[config.mk]
export PLATFORM = sky130hd
export DESIGN_NAME = input_timing_frontend
export DESIGN_NICKNAME = d
export VERILOG_FILES = /design/src/rtl/input_timing_frontend.sv
export SDC_FILE = /design/constraint.sdc
export NUM_CORES = 1
export LEC_CHECK = 0
export ABC_CLOCK_PERIOD_IN_PS = 9750
export BUFFER_PORTS_ARGS = -buffer_cell sky130_fd_sc_hd__buf_2
export CORE_MARGIN = 2
export CORE_UTILIZATION = 45
export DETAILED_ROUTE_END_ITERATION = 6
export MAX_ROUTING_LAYER = met4
export PLACE_DENSITY = 0.7
export SETUP_SLACK_MARGIN = 0.05
export SYNTH_ARGS = -nofsm -noshare
export SYNTH_HDL_FRONTEND = slang
export SYNTH_SLANG_ARGS = --single-unit
[constraint.sdc]
create_clock -name CLOCK_50 -period 9.75 [get_ports CLOCK_50]
set_input_delay 0.975 -clock CLOCK_50 [delete_from_list [all_inputs] [get_ports CLOCK_50]]
set_output_delay 0.975 -clock CLOCK_50 [all_outputs]
set_load 0.1 [all_outputs]
[src/rtl/input_timing_frontend.sv]
`default_nettype none
// ============================================================================
// input_timing_frontend: debounce, left/right auto-repeat and gravity timing
// that produce single-cycle strobes for gamelogic.
// Revision: 1.0
// ============================================================================

module itf_debounce #(
    parameter int unsigned CYCLES = 4
) (
    input  logic clk,
    input  logic rst,
    input  logic i_key_n,
    output logic o_level
);
    localparam int unsigned   CW     = (CYCLES > 1) ? $clog2(CYCLES) : 1;
    localparam logic [CW-1:0] C_LAST = CW'(CYCLES - 1);

    logic          r_sync1;
    logic          r_sync2;
    logic [CW-1:0] r_cnt;
    logic          r_level;
    logic          w_pressed;

    assign w_pressed = ~r_sync2;
    assign o_level   = r_level;

    always_ff @(posedge clk or posedge rst) begin
        if (rst) begin
            r_sync1 <= 1'b1;
            r_sync2 <= 1'b1;
            r_cnt   <= '0;
            r_level <= 1'b0;
        end else begin
            r_sync1 <= i_key_n;
            r_sync2 <= r_sync1;
            if (w_pressed != r_level) begin
                if (r_cnt == C_LAST) begin
                    r_level <= w_pressed;
                    r_cnt   <= '0;
                end else begin
                    r_cnt <= r_cnt + 1'b1;
                end
            end else begin
                r_cnt <= '0;
            end
        end
    end
endmodule

module itf_das #(
    parameter int unsigned DAS_DELAY = 10,
    parameter int unsigned DAS_RATE  = 3
) (
    input  logic clk,
    input  logic rst,
    input  logic i_run,
    input  logic i_held,
    input  logic i_other,
    input  logic i_go,
    output logic o_strobe
);
    typedef enum logic [1:0] {
        S_IDLE   = 2'd0,
        S_DELAY  = 2'd1,
        S_REPEAT = 2'd2
    } state_t;

    localparam logic [31:0] C_DELAY_LOAD = 32'(DAS_DELAY - 1);
    localparam logic [31:0] C_RATE_LOAD  = 32'(DAS_RATE - 1);

    state_t      r_state;
    state_t      w_state_next;
    logic [31:0] r_timer;
    logic [31:0] w_timer_next;
    logic        w_strobe;

    assign o_strobe = w_strobe;

    always_ff @(posedge clk or posedge rst) begin
        if (rst) begin
            r_state <= S_IDLE;
            r_timer <= '0;
        end else begin
            r_state <= w_state_next;
            r_timer <= w_timer_next;
        end
    end

    // Pause, release and a simultaneous opposite press all park the FSM.
    always_comb begin
        w_state_next = r_state;
        w_timer_next = r_timer;
        w_strobe     = 1'b0;
        if (!i_run || !i_held || i_other) begin
            w_state_next = S_IDLE;
            w_timer_next = '0;
        end else if (i_go) begin
            w_strobe     = 1'b1;
            w_state_next = S_DELAY;
            w_timer_next = C_DELAY_LOAD;
        end else begin
            case (r_state)
                S_DELAY, S_REPEAT: begin
                    if (r_timer == '0) begin
                        w_strobe     = 1'b1;
                        w_state_next = S_REPEAT;
                        w_timer_next = C_RATE_LOAD;
                    end else begin
                        w_timer_next = r_timer - 1'b1;
                    end
                end
                default: begin
                    w_state_next = S_IDLE;
                end
            endcase
        end
    end
endmodule

module input_timing_frontend #(
    parameter int unsigned DEBOUNCE_CYCLES = 1000000,
    parameter int unsigned DAS_DELAY       = 10000000,
    parameter int unsigned DAS_RATE        = 2500000,
    parameter int unsigned GRAV_BASE       = 25000000,
    parameter int unsigned GRAV_STEP       = 2000000,
    parameter int unsigned GRAV_MIN        = 2500000,
    parameter int unsigned SOFT_SHIFT      = 3
) (
    input  logic       CLOCK_50,
    input  logic       resetn,
    input  logic       key_left_n,
    input  logic       key_right_n,
    input  logic       key_rot_n,
    input  logic       key_drop_n,
    input  logic [3:0] level,
    input  logic       run,
    output logic       left_final,
    output logic       right_final,
    output logic       rot_final,
    output logic       tick_gravity
);
    logic        w_deb_l, w_deb_r, w_deb_rot, w_deb_drop;
    logic        r_l_d, r_r_d, r_rot_d, r_both_d;
    logic        w_l_go, w_r_go, w_l_strobe, w_r_strobe;
    logic        r_left_final, r_right_final, r_rot_final, r_tick;
    logic [31:0] r_gcnt;
    logic [35:0] w_dec, w_base, w_min, w_period, w_shifted, w_eff, w_eff_m1;
    logic        w_grav_hit;

    itf_debounce #(.CYCLES(DEBOUNCE_CYCLES)) u_deb_l (
        .clk(CLOCK_50), .rst(resetn), .i_key_n(key_left_n), .o_level(w_deb_l));
    itf_debounce #(.CYCLES(DEBOUNCE_CYCLES)) u_deb_r (
        .clk(CLOCK_50), .rst(resetn), .i_key_n(key_right_n), .o_level(w_deb_r));
    itf_debounce #(.CYCLES(DEBOUNCE_CYCLES)) u_deb_rot (
        .clk(CLOCK_50), .rst(resetn), .i_key_n(key_rot_n), .o_level(w_deb_rot));
    itf_debounce #(.CYCLES(DEBOUNCE_CYCLES)) u_deb_drop (
        .clk(CLOCK_50), .rst(resetn), .i_key_n(key_drop_n), .o_level(w_deb_drop));

    // A press starts a direction either on its own rising edge or when the
    // opposite key lets go of a two-key conflict while this one is still held.
    assign w_l_go = (w_deb_l & ~r_l_d) | r_both_d;
    assign w_r_go = (w_deb_r & ~r_r_d) | r_both_d;

    itf_das #(.DAS_DELAY(DAS_DELAY), .DAS_RATE(DAS_RATE)) u_das_l (
        .clk(CLOCK_50), .rst(resetn), .i_run(run), .i_held(w_deb_l),
        .i_other(w_deb_r), .i_go(w_l_go), .o_strobe(w_l_strobe));
    itf_das #(.DAS_DELAY(DAS_DELAY), .DAS_RATE(DAS_RATE)) u_das_r (
        .clk(CLOCK_50), .rst(resetn), .i_run(run), .i_held(w_deb_r),
        .i_other(w_deb_l), .i_go(w_r_go), .o_strobe(w_r_strobe));

    // Gravity period is evaluated in 36 bits so level*step can never wrap.
    always_comb begin
        w_dec     = 36'(level) * 36'(GRAV_STEP);
        w_base    = 36'(GRAV_BASE);
        w_min     = 36'(GRAV_MIN);
        w_period  = w_min;
        if (w_dec < w_base && (w_base - w_dec) > w_min) begin
            w_period = w_base - w_dec;
        end
        w_shifted = w_period >> SOFT_SHIFT;
        w_eff     = w_period;
        if (w_deb_drop) begin
            w_eff = (w_shifted == '0) ? 36'd1 : w_shifted;
        end
        w_eff_m1   = (w_eff == '0) ? '0 : (w_eff - 36'd1);
        w_grav_hit = ({4'd0, r_gcnt} >= w_eff_m1);
    end

    always_ff @(posedge CLOCK_50 or posedge resetn) begin
        if (resetn) begin
            r_l_d         <= 1'b0;
            r_r_d         <= 1'b0;
            r_rot_d       <= 1'b0;
            r_both_d      <= 1'b0;
            r_left_final  <= 1'b0;
            r_right_final <= 1'b0;
            r_rot_final   <= 1'b0;
            r_tick        <= 1'b0;
            r_gcnt        <= '0;
        end else begin
            r_l_d         <= w_deb_l;
            r_r_d         <= w_deb_r;
            r_rot_d       <= w_deb_rot;
            r_both_d      <= w_deb_l & w_deb_r;
            r_left_final  <= w_l_strobe;
            r_right_final <= w_r_strobe;
            r_rot_final   <= run & w_deb_rot & ~r_rot_d;
            r_tick        <= 1'b0;
            if (run) begin
                if (w_grav_hit) begin
                    r_tick <= 1'b1;
                    r_gcnt <= '0;
                end else begin
                    r_gcnt <= r_gcnt + 32'd1;
                end
            end
        end
    end

    assign left_final   = r_left_final;
    assign right_final  = r_right_final;
    assign rot_final    = r_rot_final;
    assign tick_gravity = r_tick;
endmodule

`default_nettype wire

==> metrics.yaml <==
routing:
  viasPerCell: 5.705
  drt_iter0_markers: 710
  drt_drc_violations_left: 0
  firstDrtPassIters: 5
  ant_nets: 0
  routedWlPerCell_um: 14.71
  vias: 9715
  wirelength_um: 25060
final_layout:
  num-nets-final: 1432
  drive_above_1_share_pct: 6.287
  syn_to_final_growth_pct: 7.941
  antenna_cells: 0
  final_area_sq_um: 13050
global_route:
  grt_max_degree: 138
  grt_pass1_wl_um: 44260
  grt_util_all_layers_pct: 19.10
  overflow: 0
  grt_pass1_vias: 9370
  antenna_found_initial: 0
clocking:
  clock-sinks: 200
  numCtsBuffers: 17
  insertion_delay_ns: 0.44
  cts_root_buf: "clkbuf_16"
  postCtsSetupBuffers: 0
  clockBufferDepth: 2
  cts_tree: "built"
  post_cts_resized: 0
  htree_levels: 4
  hold_buffers: 0
  clkSlewWorstSetupHoldPaths_ns: 0.08
timing:
  timing.fmax_mhz: 116.9
  max_slew.worst_pin.slew_ns: 1.222
  finalCritPeriodShare_pct: 87.74
  finalCriticalPeriod_ns: 8.554
  clock-skew-final_ns: 0.01613
  setup_tns_ns: 0
  rsz0062_at_grt: "no"
  relSlewSlack_pct: 18.23
  maxSlewViolCount: 0
  final_hold_viol_count: 0
  setup_viol: 0
  whs_ns: 0.3576
critical_path:
  slowest_stage: "a211oi_4"
  worstSetupPathType: "in2reg"
  worstPathRequired_ns: 10.07
  cp_common_cell: "nand4_1"
  path_max_fanout: 17
  worstPathArrival_ns: 8.88
  startpoint_type: "input port"
  worstSetupEndpointType: "register"
  max_stage_delay_ns: 0.70
place:
  routabilityCongestion: 0.8794
  portBuffers: 14
  hpwl_um: 17460
  placed_area_sq_um: 12440
die:
  pin_count: 15
  fp.dieW_um: 167.9
  die_area_sq_um: 28180
  die_y_um: 167.9
  core_sq_um: 26210
  rows: 59
  initial_core_util_pct: 46.12
pwr:
  vdd_drop_max_v: 0.0001379
  switchingPower_uw: 588.9
  seqPwrFrac_pct: 45.7
  intPower_uw: 1316
  p_clk_share_pct: 37.7
  swShare_pct: 30.91
  power_density_nw_per_um2: 146.0
  power_frac_comb_pct: 16.6
  p_leak_uw: 0.005989
synthesis:
  syn_area_sq_um: 12090
  ys.flop_type: "dfrtp_1"
  synth_top_area_share_pct: 39.76
  synth_area_leader_cell: "dfrtp_1"
  synth-seq-cells: 200
  synthArstFlopShare_pct: 100.0
  synth.area.top_cells: "dfrtp_1, ha_1, nor2_1"
  netlist_instances: 1358
  synth-edff-count: 0
  syn_nets: 1435
  synth.avg_cell_area_sq_um: 8.899
  synth_cell_types: 68
  yosysWarnings: 0
  yosysSeqAreaShare_pct: 41.49
min_path:
  hp-class: "reg2reg"
run:
  cap_violations: 0
outcome:
  status: "finished, final reports clean"
metal layers:
metal | GRT usage, % | up-vias | part of all wire, % | wire length [um]
met5 | - | - | 0 | 0
met2 | 30.34 | 168 | 47 | 11750
li1 | - | 4829 | - | -
met1 | 25.78 | 4694 | 48 | 12140
met3 | 2.962 | 24 | 3.5 | 876
met4 | 4.688 | 0 | 1.2 | 291
critical path: cells and delay by family:
| kind | cells | cell delay (ns) |
|---|---|---|
| simple gates | 14 | 3.06 |
| fa+ha+maj | 5 | 1.88 |
| compound gates | 5 | 1.90 |
| xor+xnor | 2 | 0.38 |
| buf+inv | 3 | 0.68 |
final timing paths:
check                                            to               start  cells past startpoint  slack [ns]
worst max-delay path                     r_gcnt[20]            level[1]                     29        1.20
worst min-delay path             u_deb_drop.r_sync2  u_deb_drop.r_sync1                      0        0.36
worst max register to register           r_gcnt[20]  u_deb_drop.o_level                     18        5.04
worst min register to register   u_deb_drop.r_sync2  u_deb_drop.r_sync1                      0        0.36
max in group asynchronous        u_deb_drop.o_level              resetn                      3        7.64
min in group asynchronous       u_deb_rot.r_cnt[14]              resetn                      2        0.71
cells by family (layout without fill, tap and decap cells):
logic type                 Yosys count  in the layout  share of synthesized area, %
muxes                                8              8                        0.6937
DFF                                200            200                         41.49
xor gates and xnor gates           123            123                         8.914
other                                2              2                       0.06214
AOI/OAI and AO/OA                  274            274                         13.84
and+or+nand+nor                    596            596                         24.69
adders and majority gates           67             67                         7.226
buffers and inverters               88             98                         3.075
synth_stat cells (all sizes together) (10+ instances only):
| cell | number |
|---|---|
| dfrtp | 192 |
| nor2 | 192 |
| nand2 | 107 |
| o21ai | 105 |
| a21oi | 73 |
| nand3 | 67 |
| xnor2 | 65 |
| ha | 61 |
| xor2 | 58 |
| inv | 46 |
| and3 | 33 |
| nand4 | 33 |
| clkbuf | 31 |
| or3 | 31 |
| nor3 | 28 |
| a21o | 26 |
| nor4 | 25 |
| a311oi | 11 |
| and2 | 11 |
| buf | 11 |
| or4 | 11 |
| o31ai | 10 |
through the flow:
step	util (%)	cells	total power, uW	setup slack, ns
2_1_floorplan	-	1358	1129	2.092
3_3_place_gp	47.47	1671	1189	1.200
3_5_place_dp	47.47	1671	1201	0.7956
4_1_cts	49.78	1703	1922	1.260
5_1_grt	49.78	1703	1999	0.6298
6_report	49.78	1703	1905	1.196
cell usage in the layout, fill, tap and decap left out, types with 6 or more instances in the layout:
| cell | count |
|---|---|
| dfrtp_1 | 192 |
| nor2_1 | 191 |
| nand2_1 | 106 |
| a21oi_1 | 73 |
| o21ai_0 | 68 |
| nand3_1 | 67 |
| xnor2_1 | 65 |
| ha_1 | 61 |
| xor2_1 | 58 |
| inv_1 | 44 |
| o21ai_1 | 37 |
| and3_1 | 33 |
| nand4_1 | 33 |
| or3_1 | 31 |
| nor3_1 | 28 |
| a21o_1 | 26 |
| nor4_1 | 25 |
| clkbuf_16 | 17 |
| buf_2 | 14 |
| o31ai_1 | 10 |
| and2_1 | 10 |
| or2_2 | 9 |
| a311oi_1 | 9 |
| nor2b_1 | 9 |
| or4_1 | 8 |
| nand2b_1 | 8 |
| nand3b_1 | 8 |
| dfstp_2 | 8 |
| o211ai_1 | 7 |
| nor4b_1 | 6 |
| and4_1 | 6 |
| clkinv_8 | 6 |
| buf_4 | 6 |
power by group through the flow:
stage	registers, uW	clock network (uW)	logic (uW)
final	870	718	317
after global routing	873	764	362
after CTS	869	736	317
after detailed placement	885	0	316
after global placement	884	0	305
after floorplan	879	0	250
final cells by class:
cell class | instances | area, sq um
clock buffers | 17 | 425.4
clock inverters | 15 | 178.9
fillers | 2409 | 13160
inverters | 46 | 180.2
multi-input cells | 1070 | 6711
flip-flops and latches | 200 | 5015
well taps | 335 | 419.2
repair buffers | 20 | 115.1
sequential cells by signal, summed over array words and instances, names as in the netlist, 2 cells and up:
| signal | cells |
|---|---|
| u_deb_rot.r_cnt | 20 |
| u_deb_drop.r_cnt | 20 |
| u_das_r.r_timer | 32 |
| r_gcnt | 32 |
| u_das_l.r_timer | 32 |
| u_das_r.r_state | 2 |
| u_deb_l.r_cnt | 20 |
| u_das_l.r_state | 2 |
| u_deb_r.r_cnt | 20 |
(Power assumes the default switching activity.)
